$ cat config.mk
export PLATFORM = sky130hd
export DESIGN_NAME = reg_bank_flat
export DESIGN_NICKNAME = d
export VERILOG_FILES = /design/src/rtl/reg_bank_pkg.sv /design/src/rtl/reg_bank_if.sv /design/src/rtl/reg_bank_cell.sv /design/src/rtl/reg_bank.sv /design/src/flat_wrapper.sv
export SDC_FILE = /design/constraint.sdc
export NUM_CORES = 1
export LEC_CHECK = 0
export ABC_AREA = 0
export CORE_MARGIN = 5
export CORE_UTILIZATION = 48
export CTS_BUF_LIST = sky130_fd_sc_hd__clkbuf_2
export DETAILED_ROUTE_END_ITERATION = 12
export GPL_TIMING_DRIVEN = 0
export PLACE_DENSITY = 0.73
export SETUP_SLACK_MARGIN = 0.4
export SYNTH_ARGS = -nofsm -noshare
export SYNTH_HDL_FRONTEND = slang
export SYNTH_SLANG_ARGS = --single-unit
$ cat constraint.sdc
create_clock -name clk -period 4.1 [get_ports clk]
set_input_delay 0.41 -clock clk [delete_from_list [all_inputs] [get_ports clk]]
set_output_delay 0.41 -clock clk [all_outputs]
set_load 0.05 [all_outputs]
$ cat src/rtl/reg_bank_pkg.sv
// Shared constants for the register-select interface and the register bank.
package reg_bank_pkg;
    localparam int REG_WIDTH = 16;
    localparam int REG_COUNT = 8;
    localparam int PC_INDEX  = 7;
    // Idle value for the active-low load strobes: nothing loads.
    localparam logic [REG_COUNT-1:0] REG_ONES = '1;
endpackage

$ cat src/rtl/reg_bank_if.sv
// Register-select bus: one-hot output enables and load strobes from the
// selector, data and status back from the bank.
interface reg_bank_if
    import reg_bank_pkg::*;
#(
    parameter int WIDTH = REG_WIDTH,
    parameter int COUNT = REG_COUNT
);
    logic [COUNT-1:0] regOes;
    logic [COUNT-1:0] regNotLoads;
    logic [WIDTH-1:0] dataIn;
    logic             pcInc;
    logic             errClear;
    logic [WIDTH-1:0] dataOut;
    logic             dataOutValid;
    logic [WIDTH-1:0] pcOut;
    logic             multiOeErr;
    logic             multiLoadErr;

    // Selector side.
    modport master (
        output regOes, regNotLoads, dataIn, pcInc, errClear,
        input  dataOut, dataOutValid, pcOut, multiOeErr, multiLoadErr
    );

    // Register bank side.
    modport slave (
        input  regOes, regNotLoads, dataIn, pcInc, errClear,
        output dataOut, dataOutValid, pcOut, multiOeErr, multiLoadErr
    );
endinterface

$ cat src/rtl/reg_bank_cell.sv
// reg_cell: one register with async reset, active-low load and an optional
// increment. Load has priority over increment; increment wraps silently.
module reg_bank_cell
    import reg_bank_pkg::*;
#(
    parameter int WIDTH = REG_WIDTH
) (
    input  logic             clk,
    input  logic             reset,
    input  logic             notLoad,
    input  logic             inc,
    input  logic [WIDTH-1:0] d,
    output logic [WIDTH-1:0] q
);

    // Register update: load beats increment, otherwise hold.
    always_ff @(posedge clk or posedge reset) begin
        if (reset)         q <= '0;
        else if (!notLoad) q <= d;
        else if (inc)      q <= q + WIDTH'(1);
    end

endmodule

$ cat src/rtl/reg_bank.sv
// Register bank at the consuming end of the register-select interface.
// Wired-OR read bus, per-register load cells, PC increment on one cell,
// and sticky flags for broken one-hot select encodings.
module reg_bank
    import reg_bank_pkg::*;
#(
    parameter int WIDTH     = REG_WIDTH,
    parameter int REG_COUNT = reg_bank_pkg::REG_COUNT,
    parameter int PC_INDEX  = reg_bank_pkg::PC_INDEX
) (
    input  logic     clk,
    input  logic     reset,
    reg_bank_if.slave bus
);

    logic [REG_COUNT-1:0][WIDTH-1:0] regs;
    logic [WIDTH-1:0]                readBus;
    logic                            multiOe;
    logic                            multiLd;
    logic                            multiOeErrQ;
    logic                            multiLoadErrQ;

    // Only the PC cell sees pcInc; the rest have increment tied off.
    for (genvar i = 0; i < REG_COUNT; i++) begin : gCell
        reg_bank_cell #(.WIDTH(WIDTH)) uCell (
            .clk     (clk),
            .reset   (reset),
            .notLoad (bus.regNotLoads[i]),
            .inc     ((i == PC_INDEX) ? bus.pcInc : 1'b0),
            .d       (bus.dataIn),
            .q       (regs[i])
        );
    end

    // Wired-OR read bus: OR of every enabled register, zero when none.
    always_comb begin
        readBus = '0;
        for (int i = 0; i < REG_COUNT; i++) begin
            if (bus.regOes[i]) readBus = readBus | regs[i];
        end
    end

    assign multiOe = ($countones(bus.regOes) > 1);
    assign multiLd = ($countones(~bus.regNotLoads) > 1);

    // Sticky multi-enable flag: a fresh violation beats errClear.
    always_ff @(posedge clk or posedge reset) begin
        if (reset)             multiOeErrQ <= 1'b0;
        else if (multiOe)      multiOeErrQ <= 1'b1;
        else if (bus.errClear) multiOeErrQ <= 1'b0;
    end

    // Sticky multi-load flag: a fresh violation beats errClear.
    always_ff @(posedge clk or posedge reset) begin
        if (reset)             multiLoadErrQ <= 1'b0;
        else if (multiLd)      multiLoadErrQ <= 1'b1;
        else if (bus.errClear) multiLoadErrQ <= 1'b0;
    end

    assign bus.dataOut      = readBus;
    assign bus.dataOutValid = ($countones(bus.regOes) == 1);
    assign bus.pcOut        = regs[PC_INDEX];
    assign bus.multiOeErr   = multiOeErrQ;
    assign bus.multiLoadErr = multiLoadErrQ;

endmodule
$ cat src/flat_wrapper.sv
// flat-port wrapper written by rule: the top's interface ports become plain ports
module reg_bank_flat import reg_bank_pkg::*;
#(
    parameter int WIDTH     = REG_WIDTH,
    parameter int REG_COUNT = reg_bank_pkg::REG_COUNT,
    parameter int PC_INDEX  = reg_bank_pkg::PC_INDEX
)
  (clk, reset, bus_regOes, bus_regNotLoads, bus_dataIn, bus_pcInc, bus_errClear, bus_dataOut, bus_dataOutValid, bus_pcOut, bus_multiOeErr, bus_multiLoadErr);
  reg_bank_if #(.WIDTH(WIDTH)) bus_i ();
  input  logic clk;
  input  logic reset;
  input wire logic [$bits(bus_i.regOes)-1:0] bus_regOes;
  input wire logic [$bits(bus_i.regNotLoads)-1:0] bus_regNotLoads;
  input wire logic [$bits(bus_i.dataIn)-1:0] bus_dataIn;
  input wire logic [$bits(bus_i.pcInc)-1:0] bus_pcInc;
  input wire logic [$bits(bus_i.errClear)-1:0] bus_errClear;
  output wire logic [$bits(bus_i.dataOut)-1:0] bus_dataOut;
  output wire logic [$bits(bus_i.dataOutValid)-1:0] bus_dataOutValid;
  output wire logic [$bits(bus_i.pcOut)-1:0] bus_pcOut;
  output wire logic [$bits(bus_i.multiOeErr)-1:0] bus_multiOeErr;
  output wire logic [$bits(bus_i.multiLoadErr)-1:0] bus_multiLoadErr;
  assign bus_i.regOes = bus_regOes;
  assign bus_i.regNotLoads = bus_regNotLoads;
  assign bus_i.dataIn = bus_dataIn;
  assign bus_i.pcInc = bus_pcInc;
  assign bus_i.errClear = bus_errClear;
  assign bus_dataOut = bus_i.dataOut;
  assign bus_dataOutValid = bus_i.dataOutValid;
  assign bus_pcOut = bus_i.pcOut;
  assign bus_multiOeErr = bus_i.multiOeErr;
  assign bus_multiLoadErr = bus_i.multiLoadErr;
  reg_bank #(.WIDTH(WIDTH), .REG_COUNT(REG_COUNT), .PC_INDEX(PC_INDEX)) u_core (.clk(clk), .reset(reset), .bus(bus_i));
endmodule
==> impl_metrics.csv <==
group,metric,value,unit
grt,grtUsageMet3,5.12,%
clocking,path_clk_slew,0.22,ns
grt,antenna_found_initial,1,
placed_design,io_buffers,61,
power,switching_power,0.000995,W
timing,fin_crit_sh,86.7,%
logic_synthesis,synth_top_area_share,52.7,%
timing,drv_slew,0,
drt,drtAntennaViolNets,0,
logic_synthesis,synth_cells,486,
floorplanning,die-area,15200,um^2
timing,timing.fmax,281,MHz
worst_setup_path,rrSetupSlack,2.43,ns
clocking,cts_setup_buffers,0,
drt,wire_per_inst,21.3,um
clocking,cts.sinks,130,
worst_setup_path,rr_endpoint,"u_core.gCell[7].uCell.q[14]$_DFFE_PP0P_",
cells_and_area,fin_area,7310,um^2
clocking,cts_inserted_buffers,17,
logic_synthesis,synth_edf_count,0,
clocking,tritoncts,"done",
worst_setup_path,path_cells,"clkdlybuf4s50_1 > clkbuf_1 > clkbuf_1 > a22oi_1 > nand4_1 > clkdlybuf4s50_1",
worst_setup_path,startpoint_type,"input pin",
grt,grt_usage,22.4,%
logic_synthesis,seq_area_frac_synth,52.7,%
power,seq_power_share,50.8,%
drt,viasPerCell,5.80,
worst_setup_path,slowest_delay,0.82,ns
timing,hold_viol,0,
floorplanning,initial_core_util,48.9,%
grt,grt_pass1_wl,24900,um
worst_setup_path,required,3.69,ns
placed_design,dpl.hpwl,11200,um
clocking,clockBufferDepth,2,
cells_and_area,area_growth,18.5,%
logic_synthesis,syn_area,6170,um^2
power,swShare,33.4,%
drt,routed_wl,16100,um
timing,rsz0062_at_grt,"no",
clocking,cts.htree.levels,4,
floorplanning,row_count,41,
logic_synthesis,ys_seq_elements,130,
grt,use_met2,37.0,%
power,combinationalPowerShare,23.7,%
logic_synthesis,ys_types,26,
placed_design,gp_congestion,0.861,
logic_synthesis,async_flop_share,100,%
timing,slew_headroom,46.0,%
cells_and_area,finalNetCount,627,
power,power_density,408,nW/um^2
timing,fin_worst_skew,0.0194,ns
grt,globalRoute.busiestLayer,"met2",
grt,grt_pass1_vias,4476,
logic_synthesis,synth_commonest_cells,"dfrtp_1, mux2_2, a22oi_1",
hold_path,hp-class,"input pin to asynchronous set/reset pin",
worst_setup_path,critPathCaptureType,"output pin",
worst_setup_path,worstReg2RegStart,"u_core.gCell[7].uCell.q[0]$_DFFE_PP0P_",
logic_synthesis,synth_area_leaders,"dfrtp_1, mux2_2, a22oi_1",
grt,grt_max_degree,39,
clocking,ctsRootBufferMaster,"clkbuf_2",
drt,firstDrtPassIters,5,
power,leakagePower,3.06,nW
logic_synthesis,synth.most_common_cell,"dfrtp_1",
timing,hold_ws,0.157,ns
floorplanning,core-area,12600,um^2
power,vdd_drop_max,165,uV
worst_setup_path,rr_worst_depth,5,
cells_and_area,fin_util,57.9,%
cells_and_area,drive_above_1_share,26.1,%
logic_synthesis,syn_avg_cell_area,12.7,um^2
floorplanning,die_h,123,um
logic_synthesis,synth_top_cell_by_area,"dfrtp_1",
worst_setup_path,critical_path_class,"input pin to output pin",
worst_setup_path,cp_slowest_cell,"clkdlybuf4s50_1",
logic_synthesis,synthFlopType,"dfrtp_1",
power,p_int,0.00199,W
drt,drc_errors,0,
run_status,status,"complete, no violations",
grt,overflow,0,
drt,vias,4385,
placed_design,place_area,7060,um^2
floorplanning,die_w,123,um
logic_synthesis,syn_nets,543,
run,drv_cap,0,
timing,final.setup.tns,0,ns
logic_synthesis,yosysWarnings,0,
grt,grtUsageMet1,28.9,%
timing,worst_pin_slew,0.808,ns
timing,setup_violations,0,
floorplanning,pin_count,71,
clocking,clock_latency,0.69,ns
power,clockPowerShare,25.5,%
worst_setup_path,crit_fanout,10,
drt,drt_iter0_drc,259,
timing,finalWorstPathRequiredPeriod,3.56,ns
worst_setup_path,worstPathArrival,3.15,ns
-- layer usage --
layer / vias up / share of wire (%)
met5: - / 0
met4: 0 / 2.2
met3: 34 / 5.6
met2: 137 / 50
met1: 2262 / 42
li1: 1952 / -
-- cell usage in the layout, fill, tap and decap left out, drive strengths merged --
cell type / instances
bufinv: 2
nand4b: 2
fa: 8
diode: 1
mux2: 112
nand2: 5
nand3: 4
nor3: 3
a21oi: 16
dfrtp: 130
xnor2: 12
dlymetal6s2s: 4
nor4: 5
clkinv: 6
xor2: 3
dlygate4sd2: 2
nand4: 22
clkbuf: 45
inv: 28
mux2i: 1
ha: 13
nand2b: 2
nor2: 19
a22oi: 64
dlygate4sd3: 1
buf: 12
clkdlybuf4s50: 54
clkinvlp: 7
and4b: 1
-- per-stage QoR --
step,std cells,total power [W],worst slack (ns)
6_report,756,0.00298,0.543
5_1_grt,756,0.00312,0.459
4_1_cts,755,0.00300,0.437
3_5_place_dp,722,0.00225,-0.230
3_3_place_gp,719,0.00221,-0.181
2_1_floorplan,486,0.00199,0.854
-- logic make-up (layout without fill, tap and decap cells) --
kind of cell	count (synthesis)	after routing	share of synthesized area (%)
fa+ha+maj	21	21	5.23
buf+inv	64	161	4.06
flops	130	130	52.7
compound gates	80	80	9.09
other cells	0	1	0
mux	113	113	20.6
xor+xnor	15	15	2.13
simple gates	63	63	6.15
-- timing repair --
item,in CTS,in global routing
hold endpoints to repair,1,0
endpoints found under the setup margin,1,1
pin swaps,1,1
gates resized for setup,9,4
hold buffers,1,0
-- flip-flops by register name, summed over array words and instances, names as in the netlist --
name	count
u_core.bus.multiOeErr	1
u_core.gCell.uCell.q	128
u_core.bus.multiLoadErr	1
-- power by group through the flow --
stage               registers [W]  clock network [W]  logic, W
finish                    0.00152           0.000762  0.000706
global route              0.00153           0.000826  0.000762
CTS                       0.00151           0.000778  0.000713
detailed placement        0.00154                  0  0.000709
global placement          0.00153                  0  0.000679
floorplan                 0.00159                  0  0.000394
-- cell type report --
type | count | area (um^2)
Antenna cell | 1 | 2.50
Buffer | 35 | 141
Clock buffer | 18 | 90.1
Clock inverter | 14 | 141
Fill cell | 1089 | 5310
Inverter | 29 | 113
Multi-Input combinational cell | 292 | 2670
Sequential cell | 130 | 3250
Tap cell | 172 | 215
Timing Repair Buffer | 65 | 689
-- worst max-delay path, delay by kind of cell --
kind / cells / cell delay [ns]
buffers and inverters: 4 / 2.39
and+or+nand+nor: 1 / 0.17
AOI/OAI and AO/OA: 1 / 0.17
-- worst max-delay path by stage --
stage,endpoint,depth (start not counted),startpoint
after floorplan,bus_dataOutValid,9,bus_regOes[0]
after global placement,bus_dataOutValid,11,bus_regOes[0]
after detailed placement,bus_dataOutValid,11,bus_regOes[0]
after CTS,bus_dataOutValid,11,bus_regOes[2]
after global routing,bus_dataOut[9],6,bus_regOes[5]
final,bus_dataOut[9],6,bus_regOes[5]
(Power assumes the default switching activity.)
